===== config.mk =====
export PLATFORM = sky130hd
export DESIGN_NAME = mult_seq_flat
export DESIGN_NICKNAME = d
export VERILOG_FILES = /design/src/rtl/mult_seq_if.sv /design/src/rtl/mult_seq.sv /design/src/flat_wrapper.sv
export SDC_FILE = /design/constraint.sdc
export NUM_CORES = 1
export LEC_CHECK = 0
export BUFFER_PORTS_ARGS = -buffer_cell sky130_fd_sc_hd__buf_4
export CAP_MARGIN = 20
export CORE_MARGIN = 3
export CORE_UTILIZATION = 30
export CTS_BUF_LIST = sky130_fd_sc_hd__clkbuf_16
export CTS_CLUSTER_SIZE = 30
export DETAILED_ROUTE_END_ITERATION = 10
export PLACE_DENSITY = 0.51
export SYNTH_ARGS = -nofsm -noshare
export SYNTH_HDL_FRONTEND = slang
export SYNTH_SLANG_ARGS = --single-unit

===== constraint.sdc =====
create_clock -name clk -period 6.1 [get_ports clk]
set_clock_uncertainty 0.15 [all_clocks]
set_input_delay 1.83 -clock clk [delete_from_list [all_inputs] [get_ports clk]]
set_output_delay 1.83 -clock clk [all_outputs]
set_load 0.1 [all_outputs]

===== src/rtl/mult_seq_if.sv =====
// Handshake and result bundle between a requester and the mult_seq multiplier.
interface mult_seq_if #(
  parameter int unsigned WIDTH = 32
);
  localparam int unsigned CNT_W = $clog2(WIDTH);

  logic             start;
  logic             is_signed;
  logic [WIDTH-1:0] a;
  logic [WIDTH-1:0] b;
  logic             busy;
  logic             done;
  logic [WIDTH-1:0] lower;
  logic [WIDTH-1:0] higher;
  logic [CNT_W-1:0] count;

  // Requester side: issues operands, observes status and product.
  modport master (
    output start, is_signed, a, b,
    input  busy, done, lower, higher, count
  );

  // Multiplier side.
  modport slave (
    input  start, is_signed, a, b,
    output busy, done, lower, higher, count
  );
endinterface


===== src/rtl/mult_seq.sv =====
// Iterative shift-add multiplier, one partial product per cycle, with
// sign handled by multiplying magnitudes and negating the final product.
module mult_seq #(
  parameter int unsigned WIDTH = 32
) (
  input  logic        clk,
  input  logic        rst,
  mult_seq_if.slave   bus
);
  localparam int unsigned CNT_W = $clog2(WIDTH);
  localparam logic [CNT_W-1:0] LAST = CNT_W'(WIDTH - 1);

  typedef enum logic [1:0] {IDLE, RUN, FIX} state_t;

  state_t           state;
  logic             neg;
  logic [WIDTH-1:0] mcand;
  logic [WIDTH-1:0] mult;
  logic [WIDTH-1:0] acc;
  logic             busy;
  logic             done;
  logic [WIDTH-1:0] lower;
  logic [WIDTH-1:0] higher;
  logic [CNT_W-1:0] count;

  logic [WIDTH-1:0]   a_mag_c;
  logic [WIDTH-1:0]   b_mag_c;
  logic [WIDTH:0]     sum_c;
  logic [2*WIDTH-1:0] prod_c;

  // Operand magnitudes, partial-product add (carry kept) and sign fix-up.
  always_comb begin
    a_mag_c = bus.a;
    b_mag_c = bus.b;
    if (bus.is_signed && bus.a[WIDTH-1]) a_mag_c = WIDTH'(-bus.a);
    if (bus.is_signed && bus.b[WIDTH-1]) b_mag_c = WIDTH'(-bus.b);
    sum_c  = {1'b0, acc} + (mult[0] ? {1'b0, mcand} : (WIDTH+1)'(0));
    prod_c = neg ? (2*WIDTH)'(-{acc, mult}) : {acc, mult};
  end

  // Control FSM and datapath registers.
  always_ff @(posedge clk or posedge rst) begin
    if (rst) begin
      state  <= IDLE;
      neg    <= 1'b0;
      mcand  <= '0;
      mult   <= '0;
      acc    <= '0;
      busy   <= 1'b0;
      done   <= 1'b0;
      lower  <= '0;
      higher <= '0;
      count  <= '0;
    end else begin
      done <= 1'b0;
      case (state)
        IDLE: begin
          if (bus.start) begin
            neg   <= bus.is_signed & (bus.a[WIDTH-1] ^ bus.b[WIDTH-1]);
            mcand <= a_mag_c;
            mult  <= b_mag_c;
            acc   <= '0;
            count <= '0;
            busy  <= 1'b1;
            state <= RUN;
          end
        end
        RUN: begin
          acc  <= sum_c[WIDTH:1];
          mult <= {sum_c[0], mult[WIDTH-1:1]};
          if (count == LAST) state <= FIX;
          else               count <= count + CNT_W'(1);
        end
        FIX: begin
          {higher, lower} <= prod_c;
          done  <= 1'b1;
          busy  <= 1'b0;
          state <= IDLE;
        end
        default: state <= IDLE;
      endcase
    end
  end

  assign bus.busy   = busy;
  assign bus.done   = done;
  assign bus.lower  = lower;
  assign bus.higher = higher;
  assign bus.count  = count;
endmodule


===== src/flat_wrapper.sv =====
// flat-port wrapper written by rule: the top's interface ports become plain ports
module mult_seq_flat 
#(
  parameter int unsigned WIDTH = 32
)
  (clk, rst, bus_start, bus_is_signed, bus_a, bus_b, bus_busy, bus_done, bus_lower, bus_higher, bus_count);
  mult_seq_if #(.WIDTH(WIDTH)) bus_i ();
  input  logic clk;
  input  logic rst;
  input wire logic [$bits(bus_i.start)-1:0] bus_start;
  input wire logic [$bits(bus_i.is_signed)-1:0] bus_is_signed;
  input wire logic [$bits(bus_i.a)-1:0] bus_a;
  input wire logic [$bits(bus_i.b)-1:0] bus_b;
  output wire logic [$bits(bus_i.busy)-1:0] bus_busy;
  output wire logic [$bits(bus_i.done)-1:0] bus_done;
  output wire logic [$bits(bus_i.lower)-1:0] bus_lower;
  output wire logic [$bits(bus_i.higher)-1:0] bus_higher;
  output wire logic [$bits(bus_i.count)-1:0] bus_count;
  assign bus_i.start = bus_start;
  assign bus_i.is_signed = bus_is_signed;
  assign bus_i.a = bus_a;
  assign bus_i.b = bus_b;
  assign bus_busy = bus_i.busy;
  assign bus_done = bus_i.done;
  assign bus_lower = bus_i.lower;
  assign bus_higher = bus_i.higher;
  assign bus_count = bus_i.count;
  mult_seq #(.WIDTH(WIDTH)) u_core (.clk(clk), .rst(rst), .bus(bus_i));
endmodule

==> flow_summary.toml <==
[clocking]
worst_setup_hold_path_clk_slew_ns = 0.07
clock_latency_ns = 0.43
clock_sinks = 170
post_cts.resized_instances = 0
tritoncts = "done"
cts.path.max_buffers = 2
ctsHtreeMaxLevel = 4
post_cts_hold_buffer_count = 0
cts_root_buf = "sky130_fd_sc_hd__clkbuf_16"
cts.repair_timing.setup_buffer_count = 0
cts_inserted_buffers = 17

[place]
dp_slack_ns = 1.437
detailed_place_hpwl_um = 23780
port_buffers = 138
gp_routability_congestion = 0.9018

[logic_synthesis]
synth_top_flop_cell = "sky130_fd_sc_hd__dfrtp_1"
synthesized_area_um2 = 10780
synth_fp_nets = 1379
postSynthRegisterBits = 170
sequential_share_of_the_synthesized_area_pct = 39.48
synth_enable_flop_cells = 0
synthDistinctLibCells = 57
synthCells = 1273
asyncSetResetFlopFracSynth_pct = 100.0
syn-mean-instance-area_um2 = 8.466
yosysWarningCount = 0

[floorplan]
floorplan.die.height_um = 195.5
placeableCoreArea_um2 = 34970
io_pins = 139
floorplan.rows = 68
design.die.area_um2 = 38230
floorplan.initialDensity_pct = 30.82
die-width_um = 195.5

[timing]
final_hold_viol_count = 0
maxClockFrequency_ghz = 0.2380
worstMarginPinSlew_ns = 0.9871
final_report_setup_violation_count = 0
finalSetupTns_ns = 0
period_share_pct = 68.87
rsz0062_at_grt = "no"
timing.max_slew.rel_slack_pct = 33.95
min_period_ns = 4.201
finalWorstSetupSlack_ns = 1.899
final_max_slew_viol_count = 0

[layout]
layout.cells.most_common_list = "sky130_fd_sc_hd__nand2_1, sky130_fd_sc_hd__o21ai_0, sky130_fd_sc_hd__dfrtp_1, sky130_fd_sc_hd__buf_4, sky130_fd_sc_hd__xor2_1"
proportion_of_layout_cells_with_a_drive_suffix_above_1_pct = 14.14
nets = 1479
syn_to_final_growth_pct = 19.33
final_common_cell = "sky130_fd_sc_hd__nand2_1"
n_antenna_cell = 0

[outcome]
run_status = "completed"

[setup_path]
crit-reg2reg-launch = "u_core.mult[0]$_DFFE_PP0P_"
critical_path_arrival_ns = 4.33
crit_fanout = 7
path_class = "in2reg"
crit_path_start_kind = "primary input"
worstPathRequired_ns = 6.22
cp-end-kind = "register"
worstSetupStartpoint = "bus_a[6]"

[routing]
route.detailed.wl_per_inst_um = 16.97
drt_wl_total_um = 31240
detailed_routing_iterations_pass_1 = 5
remaining_antenna_violation_count_after_routing = 0
initial_detailed_routing_violation_count = 440
via_count = 9252
vias_per_cell = 5.026
drc = 0

[worst_hold_path]
min-delay-start = "u_core.mcand[31]$_DFFE_PP0P_"
hold_class = "reg2reg"

[pwr]
power.static_leakage_uw = 0.005576
peakVddDrop_mv = 0.3010
pwr_density_cell_nw_per_um2 = 539.8
fin_total_pwr_uw = 6941

[grt]
global_route.usage.total_pct = 16.31
first_global_vias = 9084
pin_count_of_the_biggest_net_entering_global_routing = 171
number_of_antenna_violations_at_the_first_check_in_global_routing = 0
grt_pass1_wl_um = 50580
global_route.overflow_total = 0

[run]
max-cap-violations = 0
==> cell families after synthesis <==
group                    count (synthesis)  share of synthesized area (%)
AO/OA/AOI/OAI                          398                          21.86
XOR/XNOR                               146                          11.87
adder cells (fa/ha/maj)                 38                          4.482
buffers and inverters                   93                          3.263
flip-flops                             170                          39.48
multiplexers                             3                         0.2903
AND/OR/NAND/NOR                        425                          18.76
==> worst paths after layout <==
| check | end | cells past startpoint | slack (ns) |
|---|---|---|---|
| worst min-delay path | u_core.mcand[31]$_DFFE_PP0P_ | 2 | 0.32 |
| worst max-delay path | u_core.mcand[26]$_DFFE_PP0P_ | 8 | 1.90 |
| min in group asynchronous | u_core.bus.higher[6]$_DFFE_PP0P_ | 3 | 1.54 |
| worst min register to register | u_core.mcand[31]$_DFFE_PP0P_ | 2 | 0.32 |
| worst max register to register | u_core.acc[26]$_DFFE_PP0P_ | 10 | 2.49 |
| max in group asynchronous | u_core.mcand[28]$_DFFE_PP0P_ | 3 | 3.62 |
==> cells in the mapped netlist (7+ instances only) <==
cell | number | share of area (%)
sky130_fd_sc_hd__nor3_1 | 29 | 1.3
sky130_fd_sc_hd__nand3_1 | 18 | 0.84
sky130_fd_sc_hd__or3_1 | 18 | 1.0
sky130_fd_sc_hd__o41ai_1 | 12 | 0.98
sky130_fd_sc_hd__nor4_1 | 10 | 0.58
sky130_fd_sc_hd__or2_2 | 7 | 0.41
sky130_fd_sc_hd__a21o_1 | 9 | 0.63
sky130_fd_sc_hd__nand2_1 | 195 | 6.8
sky130_fd_sc_hd__nand4_1 | 7 | 0.41
sky130_fd_sc_hd__clkbuf_1 | 63 | 2.2
sky130_fd_sc_hd__o21ai_0 | 185 | 8.6
sky130_fd_sc_hd__xnor2_1 | 46 | 3.7
sky130_fd_sc_hd__dfrtp_1 | 170 | 39
sky130_fd_sc_hd__and2_1 | 36 | 2.1
sky130_fd_sc_hd__nor2_1 | 61 | 2.1
sky130_fd_sc_hd__o31ai_1 | 42 | 2.9
sky130_fd_sc_hd__a22oi_1 | 25 | 1.7
sky130_fd_sc_hd__a21oi_1 | 67 | 3.1
sky130_fd_sc_hd__xor2_1 | 100 | 8.1
sky130_fd_sc_hd__nand2b_1 | 7 | 0.41
sky130_fd_sc_hd__a31oi_1 | 12 | 0.70
sky130_fd_sc_hd__o22ai_1 | 12 | 0.70
sky130_fd_sc_hd__or4_1 | 13 | 0.91
sky130_fd_sc_hd__inv_1 | 27 | 0.94
sky130_fd_sc_hd__ha_1 | 37 | 4.3
==> power breakdown <==
group	switching [uW]	internal, uW
clock network	473	687
registers	512	1570
logic	2480	1220
total	3470	3470
==> worst max-delay path, stage by stage <==
cell,delay (ns)
sky130_fd_sc_hd__buf_4,0.12
sky130_fd_sc_hd__nor3_1,0.40
sky130_fd_sc_hd__nor4bb_1,0.49
sky130_fd_sc_hd__and2_1,0.35
sky130_fd_sc_hd__or4b_2,0.68
sky130_fd_sc_hd__o21ai_0,0.24
sky130_fd_sc_hd__xor2_1,0.15
sky130_fd_sc_hd__o21ai_0,0.08
==> flip-flops by register name (all words and copies together), names as in the netlist <==
register	count
u_core.bus.busy	1
u_core.state	2
u_core.mult	32
u_core.acc	32
u_core.neg	1
u_core.bus.count	5
u_core.bus.done	1
u_core.bus.lower	32
u_core.bus.higher	32
u_core.mcand	32
==> per-stage QoR <==
stage,std cells,cell area [um^2],util [%],hold WS [ns]
after floorplan,1273,10780,-,0.2883
after global placement,1809,12240,35.00,0.3059
after detailed placement,1809,12240,35.00,0.3084
after CTS,1841,12860,36.78,0.3258
after global routing,1841,12860,36.78,0.3394
final,1841,12860,36.78,0.3181
==> layout make-up <==
cell class                      instances  area [um^2]
Fill cell                            3668        22110
Tap cell                              455        569.3
Clock buffer                           17        425.4
Timing Repair Buffer                  146         1109
Multi-Input combinational cell       1010         6197
Sequential cell                       170         4254
Inverter                               28        108.9
Clock inverter                         15        196.4
==> layer usage <==
metal	vias up	global-route usage, %	wire length [um]
met5	-	0	0
met4	0	4.727	589
met3	29	2.277	1099
met2	198	23.64	13000
met1	4286	25.10	16540
li1	4739	-	-
Power figures use the tool's default switching activity.
